### src/rtl/crop_controller.sv
// Crop job sequencer.
// Validates a bounding box, runs the header writer and then the cropping
// engine, routes whichever of them is active onto the shared output-memory
// write port, and checks the number of crop writes against the box area.
module crop_controller #(
   parameter int IMG_W   = 100,
   parameter int IMG_H   = 100,
   parameter int TIMEOUT = 1048576
) (
   input  logic        clk,
   input  logic        rst,
   input  logic        start,
   input  logic [10:0] x_min,
   input  logic [10:0] y_min,
   input  logic [10:0] x_max,
   input  logic [10:0] y_max,
   output logic        start_header,
   input  logic        done_header,
   output logic        start_crop,
   input  logic        done_crop,
   input  logic        hdr_wren,
   input  logic [31:0] hdr_addr,
   input  logic [15:0] hdr_wrdata,
   input  logic        crop_wren,
   input  logic [31:0] crop_addr,
   input  logic [15:0] crop_wrdata,
   output logic        mem_wren,
   output logic [31:0] mem_addr,
   output logic [15:0] mem_wrdata,
   output logic        busy,
   output logic        done,
   output logic [1:0]  err,
   output logic [31:0] wr_count
);

   typedef enum logic [2:0] {
      IDLE,
      CHECK,
      HDR,
      CROP,
      DONE,
      ERR
   } state_t;

   localparam logic [1:0]  ERR_BOX  = 2'd1;
   localparam logic [1:0]  ERR_TMO  = 2'd2;
   localparam logic [1:0]  ERR_CNT  = 2'd3;
   localparam logic [31:0] TMO_LAST = 32'(TIMEOUT - 1);

   state_t      state_q;
   logic [10:0] x_min_q, y_min_q, x_max_q, y_max_q;
   logic [23:0] expected_q;
   logic [31:0] tmo_q;
   logic [31:0] wr_count_q;
   logic        start_header_q, start_crop_q, busy_q, done_q;
   logic [1:0]  err_q;

   logic        box_ok;
   logic [11:0] dx, dy;
   logic [23:0] expected_d;
   logic [31:0] wr_count_d;
   logic        tmo_expired;
   logic        count_match;

   // Box validation, area, write count including this cycle's write, and timeout detection
   always_comb begin
      box_ok      = (x_min_q <= x_max_q) && (y_min_q <= y_max_q) &&
                    (32'(x_max_q) < 32'(IMG_W)) && (32'(y_max_q) < 32'(IMG_H));
      dx          = {1'b0, x_max_q} - {1'b0, x_min_q} + 12'd1;
      dy          = {1'b0, y_max_q} - {1'b0, y_min_q} + 12'd1;
      expected_d  = 24'(dx) * 24'(dy);
      wr_count_d  = wr_count_q + 32'(crop_wren);
      tmo_expired = (tmo_q == TMO_LAST);
      count_match = ({8'd0, expected_q} == wr_count_d);
   end

   // Route the active producer's write port onto the output memory; silent otherwise
   always_comb begin
      mem_wren   = 1'b0;
      mem_addr   = '0;
      mem_wrdata = '0;
      if (state_q == HDR) begin
         mem_wren   = hdr_wren;
         mem_addr   = hdr_addr;
         mem_wrdata = hdr_wrdata;
      end else if (state_q == CROP) begin
         mem_wren   = crop_wren;
         mem_addr   = crop_addr;
         mem_wrdata = crop_wrdata;
      end
   end

   // Job sequencer with registered status outputs and one-cycle start pulses
   always_ff @(posedge clk or posedge rst) begin
      if (rst) begin
         state_q        <= IDLE;
         x_min_q        <= '0;
         y_min_q        <= '0;
         x_max_q        <= '0;
         y_max_q        <= '0;
         expected_q     <= '0;
         tmo_q          <= '0;
         wr_count_q     <= '0;
         start_header_q <= 1'b0;
         start_crop_q   <= 1'b0;
         busy_q         <= 1'b0;
         done_q         <= 1'b0;
         err_q          <= '0;
      end else begin
         start_header_q <= 1'b0;
         start_crop_q   <= 1'b0;
         case (state_q)
            IDLE, DONE, ERR: begin
               if (start) begin
                  x_min_q    <= x_min;
                  y_min_q    <= y_min;
                  x_max_q    <= x_max;
                  y_max_q    <= y_max;
                  done_q     <= 1'b0;
                  err_q      <= '0;
                  wr_count_q <= '0;
                  tmo_q      <= '0;
                  busy_q     <= 1'b1;
                  state_q    <= CHECK;
               end
            end
            CHECK: begin
               if (box_ok) begin
                  expected_q     <= expected_d;
                  tmo_q          <= '0;
                  start_header_q <= 1'b1;
                  state_q        <= HDR;
               end else begin
                  err_q   <= ERR_BOX;
                  busy_q  <= 1'b0;
                  state_q <= ERR;
               end
            end
            HDR: begin
               if (done_header) begin
                  tmo_q        <= '0;
                  start_crop_q <= 1'b1;
                  state_q      <= CROP;
               end else if (tmo_expired) begin
                  err_q   <= ERR_TMO;
                  busy_q  <= 1'b0;
                  state_q <= ERR;
               end else begin
                  tmo_q <= tmo_q + 32'd1;
               end
            end
            CROP: begin
               wr_count_q <= wr_count_d;
               if (done_crop) begin
                  busy_q <= 1'b0;
                  if (count_match) begin
                     done_q  <= 1'b1;
                     state_q <= DONE;
                  end else begin
                     err_q   <= ERR_CNT;
                     state_q <= ERR;
                  end
               end else if (tmo_expired) begin
                  err_q   <= ERR_TMO;
                  busy_q  <= 1'b0;
                  state_q <= ERR;
               end else begin
                  tmo_q <= tmo_q + 32'd1;
               end
            end
            default: begin
               busy_q  <= 1'b0;
               state_q <= IDLE;
            end
         endcase
      end
   end

   assign start_header = start_header_q;
   assign start_crop   = start_crop_q;
   assign busy         = busy_q;
   assign done         = done_q;
   assign err          = err_q;
   assign wr_count     = wr_count_q;

endmodule

### config.mk
export PLATFORM = sky130hd
export DESIGN_NAME = crop_controller
export DESIGN_NICKNAME = d
export VERILOG_FILES = /design/src/rtl/crop_controller.sv
export SDC_FILE = /design/constraint.sdc
export NUM_CORES = 1
export LEC_CHECK = 0
export CAP_MARGIN = 20
export CORE_ASPECT_RATIO = 1.75
export CORE_MARGIN = 2
export CORE_UTILIZATION = 56
export DETAILED_ROUTE_END_ITERATION = 12
export PLACE_DENSITY = 0.87
export SLEW_MARGIN = 20
export SYNTH_ARGS = -nofsm -noshare
export SYNTH_HDL_FRONTEND = slang
export SYNTH_SLANG_ARGS = --single-unit
### constraint.sdc
create_clock -name clk -period 10.1 [get_ports clk]
set_input_delay 1.01 -clock clk [delete_from_list [all_inputs] [get_ports clk]]
set_output_delay 1.01 -clock clk [all_outputs]
set_load 0.1 [all_outputs]
Word-level counts from Yosys, hierarchy flattened. Index checks and enable logic that the tools add are counted.

Flip-flop bits (word level): 141. Output and inout bits: 87.

Add/sub/neg operators: 6. $mul: 1. Order comparisons: 4. Equal/unequal tests: 15. Mux-type cells: 41. Reductions and logical operators: 14.

Operator list (number): two-way mux 32 bit (7); case mux 32 bit (4 select lines) (1); case mux 32 bit (2 select lines) (1); adder 32 x 1 -> 32 bit (1); adder 32 x 1 -> 32 bit, second input constant (1); == test 24 x 32 -> 1 bit (1); == test 32 x 20 -> 1 bit, second input constant (1); two-way mux 16 bit (2); adder 12 x 1 -> 12 bit, second input constant (2); multiplier 12 x 12 -> 24 bit (1); subtractor 11 x 11 -> 12 bit (2); <= comparator 11 bit (2); less-than comparator 11 x 7 -> 1 bit, second input constant (2); two-way mux 1 bit (15); two-way mux 3 bit (5); inequality test 2 bit, second input constant (7); two-way mux 2 bit (6); case mux 3 bit (4 select lines) (1); case mux 2 bit (4 select lines) (1); AND reduction 4 bit (2); == test 3 x 2 -> 1 bit, second input constant (2); == test 3 bit, second input constant (2); AND reduction 2 bit (3); AND reduction 5 bit (1); 10 further kinds (12).

Logic depth before layout (Yosys ltp).
Depth after elaboration: 6. Mapped depth: 33. Depth with buffers taken out: 32.

Least setup slack after synthesis. Ideal clock, no wire load.

Kind: register -> register. Start point: register y_min_q[1]. End point: register expected_q[22]. Library setup time: 0.096 ns. Data arrival time: 7.403 ns. Setup slack: 2.601 ns. Stages on the path, launching flop included: 30. Buffers on the path: 0. Cells stage by stage: dfrtp_1 ha_1 inv_1 ha_1 fa_1 a21o_1 a21oi_1 o21ai_0 a21oi_1 nor2b_1 o31a_1 mux2i_1 nand3_1 fa_1 fa_1 inv_1 fa_1 fa_1 inv_1 fa_1 inv_1 ha_1 a21o_1 a21oi_1 o22ai_1 o31ai_1 a21boi_0 o211a_1 o21a_1 o31ai_1.

Longest elaborated chain between the ends: 5. Elaborated cells between the ends (all ways): 8. Those cells by class: 2 x add/sub; 1 x mul; 1 x order compare; 4 x reduce/logical.

RTL lines: from (decl) (line 51) `logic [10:0] x_min_q, y_min_q, x_max_q, y_max_q;`; from (signal assigned) (line 116) `y_min_q <= y_min;`; branches (longest 5 deep; another with multiplier 12 x 12 -> 24 bit); to (signal assigned) (line 129) `expected_q <= expected_d;`; to (decl) (line 52) `logic [23:0] expected_q;`.

Several ways; the timed one is not identified. A chain may end at the register's enable or synchronous reset.

Worst setup path after layout. Same ends and word-level chain as after synthesis.

==> results.py <==
metrics = {
    "global_route": {
        "grt-ovfl-total": 0,
        "track_usage_pct": 30.36,
        "antenna_found_initial": 0,
        "grt_pass1_wl_um": 66830,
        "grt_pass1_vias": 13650,
        "grt_start_max_net_pins": 84,
    },
    "route": {
        "vias": 13430,
        "wl_per_cell_um": 18.44,
        "antenna_left": 0,
        "drtIter0Drc": 1058,
        "drt-total-wl_um": 41680,
        "drc": 0,
        "via_per_inst": 5.942,
        "drtPass1Iterations": 6,
    },
    "timing": {
        "worst_slack_ns": 1.652,
        "fin_crit_sh_pct": 83.64,
        "hold-worst-slack_ns": 0.4902,
        "drv_slew": 0,
        "final_hold_viol_count": 0,
        "max_freq_mhz": 118.4,
        "setup_tns_ns": 0,
        "worstMarginPinSlew_ns": 1.120,
        "setup_violations": 0,
        "grt_setup_unrepaired": "no",
        "max_slew_margin_pct": 24.96,
        "period_needed_ns": 8.448,
        "fin_skew_ns": 0.01109,
    },
    "finish": {
        "final_common_cell": "clkdlybuf4s50_1",
        "fin_area_um2": 17570,
        "drive_above_1_share_pct": 3.608,
        "finalNetCount": 2304,
        "diodes": 0,
        "area_growth_pct": 21.07,
        "layout_common_cells": "233 x clkdlybuf4s50_1, 216 x inv_1, 205 x nand2_1, 173 x nor2_1, 153 x o21ai_0",
    },
    "worst_setup_path": {
        "r2r_slack_ns": 1.65,
        "worst_ep_required_time_ns": 10.43,
        "critical_path.slowest_cell": "fa_1",
        "crit_top_cell": "fa_1",
        "crit_arrival_ns": 8.78,
        "cp_max_fo": 7,
        "critPathKind": "flop to flop",
        "crit_path_start_kind": "flop",
        "worst_r2r_path_depth": 28,
        "crit_path_end_kind": "flop",
        "cp_slowest_stage_delay_ns": 0.55,
        "r2r_start": "y_min_q[1]",
        "rr_endpoint": "expected_q[22]",
    },
    "yosys": {
        "synth_seq_cells": 141,
        "ys_async_sr_fraction_pct": 100.0,
        "synth_edf_count": 0,
        "synth.distinct_cells": 69,
        "synth_nets": 2121,
        "ys_warn_count": 0,
        "ys_seq_area_share_pct": 24.31,
        "synth_area_um2": 14510,
        "synthCells": 1745,
        "avgSynthCellArea_um2": 8.317,
        "synth_ff_type": "dfrtp_1",
    },
    "die": {
        "die-area_um2": 27270,
        "initial_core_util_pct": 56.54,
        "rows": 78,
        "die_w_um": 125.7,
        "coreArea_um2": 25670,
        "fp.dieH_um": 217.0,
        "ios": 234,
    },
    "cts": {
        "cts_tree": "built",
        "cts_buffer_depth": 2,
        "post-cts-setup-buffers": 0,
        "cts.sinks": 141,
        "clk_latency_ns": 0.44,
        "path_clk_slew_ns": 0.06,
        "cts-root-buf": "clkbuf_16",
        "h-tree-depth": 4,
        "hold_buffers": 0,
        "cts_resized": 0,
        "cts_buffers": 17,
    },
    "placement": {
        "gp_congestion": 0.9675,
        "portBuffers": 233,
        "dp_slack_ns": 1.821,
        "hpwl_um": 32620,
        "dpl_cell_area_um2": 17010,
    },
    "worst_hold_path": {
        "min_path_cells": 1,
        "hp-class": "flop to flop",
        "hold_end": "err[0]",
        "hp-start": "err[0]",
    },
    "run_status": {
        "outcome": "complete, no violations",
    },
    "job": {
        "drv_cap": 0,
    },
}
synthesized netlist by cell type, drive strengths merged, types with 11 or more instances:
cell type	number	share of area [%]
ha	125	11
a21o	14	0.72
nand4	37	1.7
o21ai	156	5.4
nand2	205	5.3
and3	19	0.82
nand3	45	1.6
fa	104	14
a21oi	61	2.1
dfrtp	141	24
nor2b	17	0.73
nor4	18	1.1
xnor2	40	2.4
mux2i	55	3.8
nand2b	15	0.65
clkbuf	66	1.7
and2	27	1.2
a31oi	11	0.47
inv	217	5.6
nor2	174	4.5
mux2	13	1.0
o31ai	25	1.3
nor3	26	0.93
xor2	35	2.1
buf	11	0.43
sequential cells by signal, summed over array words and instances (netlist names):
name / cells
x_min_q: 11
tmo_q: 32
start_crop: 1
y_max_q: 11
state_q: 3
expected_q: 24
start_header: 1
busy: 1
x_max_q: 11
y_min_q: 11
done: 1
wr_count: 32
err: 2
layer usage:
metal	vias to the layer above	global-route usage, %	share of wire (%)
met5	-	0	0
met4	0	17.74	5.6
met3	146	4.646	5.1
met2	555	53.59	52
met1	6508	34.60	37
li1	6219	-	-
worst max path at each step:
stage | startpoint | to | slack (ns) | cells past startpoint
after detailed placement | y_min_q[1] | expected_q[22] | 1.82 | 28
after global placement | y_min_q[1] | expected_q[22] | 2.09 | 29
after global routing | y_min_q[1] | expected_q[22] | 1.19 | 28
after CTS | y_min_q[1] | expected_q[22] | 1.80 | 28
after floorplan | y_min_q[1] | expected_q[22] | 2.60 | 29
final | y_min_q[1] | expected_q[22] | 1.65 | 28
metrics by stage:
stage | utilization [%] | instances
global route | 68.46 | 2260
finish | 68.46 | 2260
detailed placement | 66.28 | 2229
floorplan | - | 1745
CTS | 68.43 | 2260
global placement | 66.28 | 2229
final cells by class:
| type | instances | area, um2 |
|---|---|---|
| Multi-Input combinational cell | 1310 | 9877 |
| Fill cell | 1963 | 8097 |
| Sequential cell | 141 | 3530 |
| Timing Repair Buffer | 241 | 2392 |
| Inverter | 217 | 819.5 |
| Clock buffer | 22 | 464.2 |
| Tap cell | 320 | 400.4 |
| Clock inverter | 9 | 87.58 |
kinds of logic (layout without fill, tap and decap cells):
kind of cell               after synthesis  after routing  share of synthesized area, %
and+or+nand+nor                        609            609                         19.94
DFF                                    141            141                         24.31
xor gates and xnor gates                75             75                         4.526
buffers and inverters                  294            489                         7.751
adders and majority gates              229            229                         25.12
AOI/OAI and AO/OA                      329            329                         13.54
muxes                                   68             68                         4.802
critical path: cells and delay by family, from the launching register on:
family | cells | cell delay, ns
compound gates | 12 | 2.77
fa+ha+maj | 9 | 3.90
buf+inv | 3 | 0.15
flops | 1 | 0.39
mux | 1 | 0.45
simple gates | 3 | 0.67
Power is not shown: default switching activity piles up to over one toggle a cycle in this logic, so the estimate is an artifact.
